==> src/rtl/fsm_proto_pkg.sv <==
// Shared protocol constants for the 4-state ctrl/out controller interface.
package fsm_proto_pkg;

  // Controller state encoding
  typedef enum logic [1:0] {
    S0 = 2'd0,
    S1 = 2'd1,
    S2 = 2'd2,
    S3 = 2'd3
  } state_t;

  // ctrl words that select a non-default transition
  localparam int unsigned CTRL_S1_TO_S2 = 5;
  localparam int unsigned CTRL_S2_TO_S1 = 7;
  localparam int unsigned CTRL_S3_TO_S0 = 9;

  // Default ctrl when not steering; must not collide with 5, 7 or 9
  localparam int unsigned CTRL_IDLE_DEFAULT = 0;

  // Mealy out values of the controller
  localparam int unsigned OUT_S0_ANY   = 0;
  localparam int unsigned OUT_S1_TO_S2 = 2;
  localparam int unsigned OUT_S1_TO_S3 = 3;
  localparam int unsigned OUT_S2_ANY   = 9;
  localparam int unsigned OUT_S3_TO_S0 = 6;
  localparam int unsigned OUT_S3_STAY  = 11;

endpackage

==> src/rtl/fsm_ref_model.sv <==
// Combinational model of the controller: (state, ctrl) -> (next_state, expected out).
module fsm_ref_model
  import fsm_proto_pkg::*;
#(
  parameter int W = 32,
  parameter int Y = 32
) (
  input  state_t         state,
  input  logic [W-1:0]   ctrl,
  output state_t         next_state,
  output logic [Y-1:0]   exp_out
);

  // Transition and Mealy output table of the controller
  always_comb begin
    next_state = S3;
    exp_out    = '0;
    case (state)
      S0: begin
        next_state = S1;
        exp_out    = Y'(OUT_S0_ANY);
      end
      S1: begin
        if (ctrl == W'(CTRL_S1_TO_S2)) begin
          next_state = S2;
          exp_out    = Y'(OUT_S1_TO_S2);
        end else begin
          next_state = S3;
          exp_out    = Y'(OUT_S1_TO_S3);
        end
      end
      S2: begin
        next_state = (ctrl == W'(CTRL_S2_TO_S1)) ? S1 : S3;
        exp_out    = Y'(OUT_S2_ANY);
      end
      S3: begin
        if (ctrl == W'(CTRL_S3_TO_S0)) begin
          next_state = S0;
          exp_out    = Y'(OUT_S3_TO_S0);
        end else begin
          next_state = S3;
          exp_out    = Y'(OUT_S3_STAY);
        end
      end
      default: begin
        next_state = S3;
        exp_out    = '0;
      end
    endcase
  end

endmodule

==> src/rtl/fsm_path_driver.sv <==
// Initiator for the 4-state controller: accepts a target state from the host,
// steers the controller there along the shortest path, and checks its out
// against a shadow model every cycle.
module fsm_path_driver
  import fsm_proto_pkg::*;
#(
  parameter int             W         = 32,
  parameter int             Y         = 32,
  parameter logic [W-1:0]   CTRL_IDLE = W'(CTRL_IDLE_DEFAULT)
) (
  input  logic             clk,
  input  logic             rst,
  input  logic             req_valid,
  output logic             req_ready,
  input  logic [1:0]       req_state,
  output logic [W-1:0]     ctrl,
  input  logic [Y-1:0]     fsm_out,
  output logic             done,
  output logic [1:0]       hops,
  output logic [1:0]       cur_state,
  output logic             err,
  output logic [1:0]       err_state
);

  state_t       r_state;
  state_t       r_tgt;
  state_t       r_err_state;
  logic         r_busy;
  logic         r_err;
  logic [1:0]   r_hops;

  state_t       w_next_state;
  logic [Y-1:0] w_exp_out;
  logic [W-1:0] w_ctrl;
  logic         w_steer;
  logic         w_arrive;
  logic         w_mismatch;
  logic         w_accept;

  // Shadow of the controller, driven with the same ctrl word it sees
  fsm_ref_model #(
    .W (W),
    .Y (Y)
  ) u_model (
    .state      (r_state),
    .ctrl       (w_ctrl),
    .next_state (w_next_state),
    .exp_out    (w_exp_out)
  );

  // Next hop selection: one ctrl word per cycle along the shortest path
  always_comb begin
    w_ctrl   = CTRL_IDLE;
    w_steer  = r_busy && !r_err && (r_state != r_tgt);
    w_arrive = r_busy && !r_err && (r_state == r_tgt);
    if (w_steer) begin
      case (r_tgt)
        S0: begin
          // From S1/S2 the idle word routes through S3 first
          if (r_state == S3) w_ctrl = W'(CTRL_S3_TO_S0);
        end
        S1: begin
          if (r_state == S2)      w_ctrl = W'(CTRL_S2_TO_S1);
          else if (r_state == S3) w_ctrl = W'(CTRL_S3_TO_S0);
        end
        S2: begin
          if (r_state == S1)      w_ctrl = W'(CTRL_S1_TO_S2);
          else if (r_state == S3) w_ctrl = W'(CTRL_S3_TO_S0);
        end
        default: w_ctrl = CTRL_IDLE;
      endcase
    end
  end

  // A mismatch in the arrival cycle suppresses done
  assign w_mismatch = !r_err && (fsm_out != w_exp_out);
  assign done       = w_arrive && !w_mismatch;
  assign req_ready  = !r_busy && !r_err;
  assign w_accept   = req_valid && req_ready;

  assign ctrl       = w_ctrl;
  assign hops       = r_hops;
  assign cur_state  = r_state;
  assign err        = r_err;
  assign err_state  = r_err_state;

  // Shadow state, request tracking, hop counter and sticky error capture
  always_ff @(posedge clk) begin
    if (rst) begin
      r_state     <= S0;
      r_tgt       <= S0;
      r_busy      <= 1'b0;
      r_hops      <= 2'd0;
      r_err       <= 1'b0;
      r_err_state <= S0;
    end else begin
      r_state <= w_next_state;
      if (w_mismatch) begin
        r_err       <= 1'b1;
        r_err_state <= r_state;
        r_busy      <= 1'b0;
      end else if (w_accept) begin
        r_tgt  <= state_t'(req_state);
        r_busy <= 1'b1;
        r_hops <= 2'd0;
      end else if (done) begin
        r_busy <= 1'b0;
      end else if (w_steer) begin
        r_hops <= r_hops + 2'd1;
      end
    end
  end

endmodule

==> config.mk <==
export PLATFORM = sky130hd
export DESIGN_NAME = fsm_path_driver
export DESIGN_NICKNAME = d
export VERILOG_FILES = /design/src/rtl/fsm_proto_pkg.sv /design/src/rtl/fsm_ref_model.sv /design/src/rtl/fsm_path_driver.sv
export SDC_FILE = /design/constraint.sdc
export NUM_CORES = 1
export LEC_CHECK = 0
export BUFFER_PORTS_ARGS = -buffer_cell sky130_fd_sc_hd__buf_4
export CORE_MARGIN = 2
export CORE_UTILIZATION = 43
export CTS_CLUSTER_SIZE = 28
export DETAILED_ROUTE_END_ITERATION = 8
export PLACE_DENSITY = 0.85
export SKIP_CTS_REPAIR_TIMING = 1
export SYNTH_ARGS = -nofsm -noshare
export SYNTH_HDL_FRONTEND = slang
export SYNTH_SLANG_ARGS = --single-unit
==> constraint.sdc <==
create_clock -name clk -period 3.65 [get_ports clk]
set_input_delay 0.5475 -clock clk [delete_from_list [all_inputs] [get_ports clk]]
set_output_delay 0.5475 -clock clk [all_outputs]
set_load 0.05 [all_outputs]
==> run_results.csv <==
group,metric,value,unit
run_status,status,"completed",
logic_synthesis,synth_fa_ha_area_share,0,%
logic_synthesis,synth_top_area_share,20.2,%
logic_synthesis,synth-seq-area-share,19.2,%
sta,period_share,81.6,%
drt,drt-initial-drc-count,13,
sta,finalSetupViolCount,0,
worst_setup_path,critPathLaunchType,"register",
logic_synthesis,synth_compound_area_share,13.9,%
logic_synthesis,synth-simple-area-share,33.5,%
worst_setup_path,rr_worst_depth,5,
logic_synthesis,synth_top_family_by_area,"simple AND/OR/NAND/NOR gates",
worst_setup_path,crit_type,"register to output port",
worst_hold_path,hold_class,"register to register",
drt,num_vias,1037,
logic_synthesis,synth_top_cell_by_area,"buf_4",
logic_synthesis,synth_cell_types,48,
global_route,grt_pass1_wl,4260,um
cts,numCtsBuffers,3,
placement,routabilityCongestion,0.924,
job,cap_violations,0,
drt,ant_nets,0,
placement,hpwl,2150,um
cts,htreeDepth,1,
power,powerDensity,271,nW/um^2
sta,drv_slew,0,
finish,design_area,1340,sq um
global_route,use_met1,23.9,%
global_route,track_usage,20.8,%
logic_synthesis,synth.most_common_cell,"buf_4",
worst_setup_path,cp_top_family,"simple AND/OR/NAND/NOR gates",
global_route,grt_max_degree,17,
floorplan,fp.coreArea,2250,sq um
global_route,grt_overflow_total,0,
worst_setup_path,cp.depth,6,
global_route,antenna_found_initial,0,
worst_setup_path,critPathMaxFanout,11,
floorplan,io_pins,78,
floorplan,placementRows,17,
worst_setup_path,path_buf_inv,1,
sta,finalHoldViolations,0,
sta,worst_slew_pin_slew,558,ps
drt,via_per_inst,5.06,
worst_setup_path,required,3100,ps
sta,fmax,336,MHz
logic_synthesis,syn_area_per_cell,8.01,sq um
placement,placed_area,1310,sq um
drt,drt-total-wl,2650,um
cts,clock_latency,280,ps
global_route,use_met2,35.6,%
logic_synthesis,synth.mux.area_fraction,5.89,%
drt,dr.pass1.iters,5,
sta,period_minus_slack,2980,ps
worst_setup_path,crit_slowest_cell,"dfxtp_1",
finish,num_antenna_cells,0,
cts,clock-root-buffer,"clkbuf_4",
finish,drive_gt1_share,36.2,%
logic_synthesis,async_flop_share,0,%
floorplan,floorplan.initialDensity,46.2,%
logic_synthesis,yosys_warnings,0,
floorplan,die_width,53.2,um
worst_setup_path,max_stage_delay,540,ps
sta,setup_tns,0,ps
logic_synthesis,synthCells,130,
global_route,grt_pass1_vias,933,
global_route,grt.busiest_layer,"met2",
floorplan,dieArea,2830,sq um
finish,fill_cells,201,
logic_synthesis,synth_ff_type,"dfxtp_1",
logic_synthesis,syn_area,1040,sq um
sta,rsz0062_at_grt,"false",
worst_setup_path,critPathCaptureType,"output port",
drt,route.detailed.drc,0,
logic_synthesis,ys_ff_latch,10,
global_route,grtUsageMet3,3.95,%
power,vdd_ir_drop_max,0.173,mV
logic_synthesis,yosys-top-cells-count,"buf_4 (28), nand2_1 (12), dfxtp_1 (10)",
logic_synthesis,synth_xor_area_share,2.52,%
worst_setup_path,r2r_setup_slack,1530,ps
cts,path_clk_slew,70,ps
logic_synthesis,synth_edf_count,0,
worst_setup_path,cp_cell_sequence,"nand2b_1 -> a21oi_1 -> mux2_2 -> nor3_2 -> and4_1 -> buf_4",
sta,relSlewSlack,62.4,%
cts,cts_tree,"done",
logic_synthesis,yosys-top-cells-area,"buf_4 (20%), dfxtp_1 (19%), mux2i_1 (4.8%)",
finish,fin_nets,215,
worst_setup_path,arrival,2430,ps
placement,portBuffers,49,
worst_hold_path,hold_depth,2,
cts,clk_path_buf_depth,2,
finish,fin_util,59.5,%
power,p_leak,0.625,nW
floorplan,die_h,53.2,um
cts,clock-sinks,10,
finish,syn_to_final_growth,28.8,%
drt,wl_per_cell,12.9,um
sta,fin_skew,2.59,ps
-- worst paths after layout --
check               startpoint            to
hold / removal    err_state[1]  err_state[1]
hold reg to reg   err_state[1]  err_state[1]
setup reg to reg  cur_state[1]      r_tgt[0]
setup / recovery  cur_state[1]          done
-- report_power, final --
part,switching [mW],internal (mW),total [mW]
Clock,0.0438,0.0608,0.105
Combinational,0.100,0.0392,0.140
Sequential,0.00668,0.112,0.119
-- tightest hold or removal path: stages, from the launching register on --
cell and delay (ps):
dfxtp_1 310, nand2_1 60, mux2i_1 60
-- sequential cells by signal, summed over array words and instances, names as in the netlist --
register / count
r_tgt: 2
r_busy: 1
err_state: 2
err: 1
hops: 2
cur_state: 2
-- cell usage in the layout (no fill, tap or decap), types with 4 or more instances in the layout --
cell / Yosys / layout
inv_1: 4 / 4
buf_4: 28 / 49
conb_1: 1 / 28
dfxtp_1: 10 / 10
nor4_1: 6 / 6
nand2_1: 12 / 12
mux2i_1: 5 / 5
a21oi_1: 5 / 5
nor2_1: 6 / 6
-- cell families after synthesis --
family,after synthesis
muxes,6
AOI/OAI and AO/OA,20
buffers and inverters,37
xor gates and xnor gates,3
and+or+nand+nor,53
other,1
DFF,10
-- cell type report --
cell class	count	area [sq um]	share of cell area, %
Tap cell	28	35.0	2.61
Clock buffer	4	36.3	2.71
Sequential cell	10	200	14.9
Timing Repair Buffer	49	368	27.4
Inverter	4	15.0	1.12
Multi-Input combinational cell	110	687	51.2
-- stage by stage --
| step | hold slack [ps] | instances | total power, mW | worst slack (ps) |
|---|---|---|---|---|
| 2_1_floorplan | 573 | 157 | 0.243 | 803 |
| 3_3_place_gp | 445 | 201 | 0.258 | 852 |
| 3_5_place_dp | 458 | 201 | 0.260 | 805 |
| 4_1_cts | 473 | 205 | 0.363 | 703 |
| 5_1_grt | 486 | 205 | 0.376 | 567 |
| 6_report | 470 | 205 | 0.363 | 671 |
-- layer usage --
layer	part of all wire (%)	wire, um
met3	6.5	171
met4	2.3	61
met1	39	1040
met2	52	1380
met5	0	0
Power figures use the tool's default switching activity.
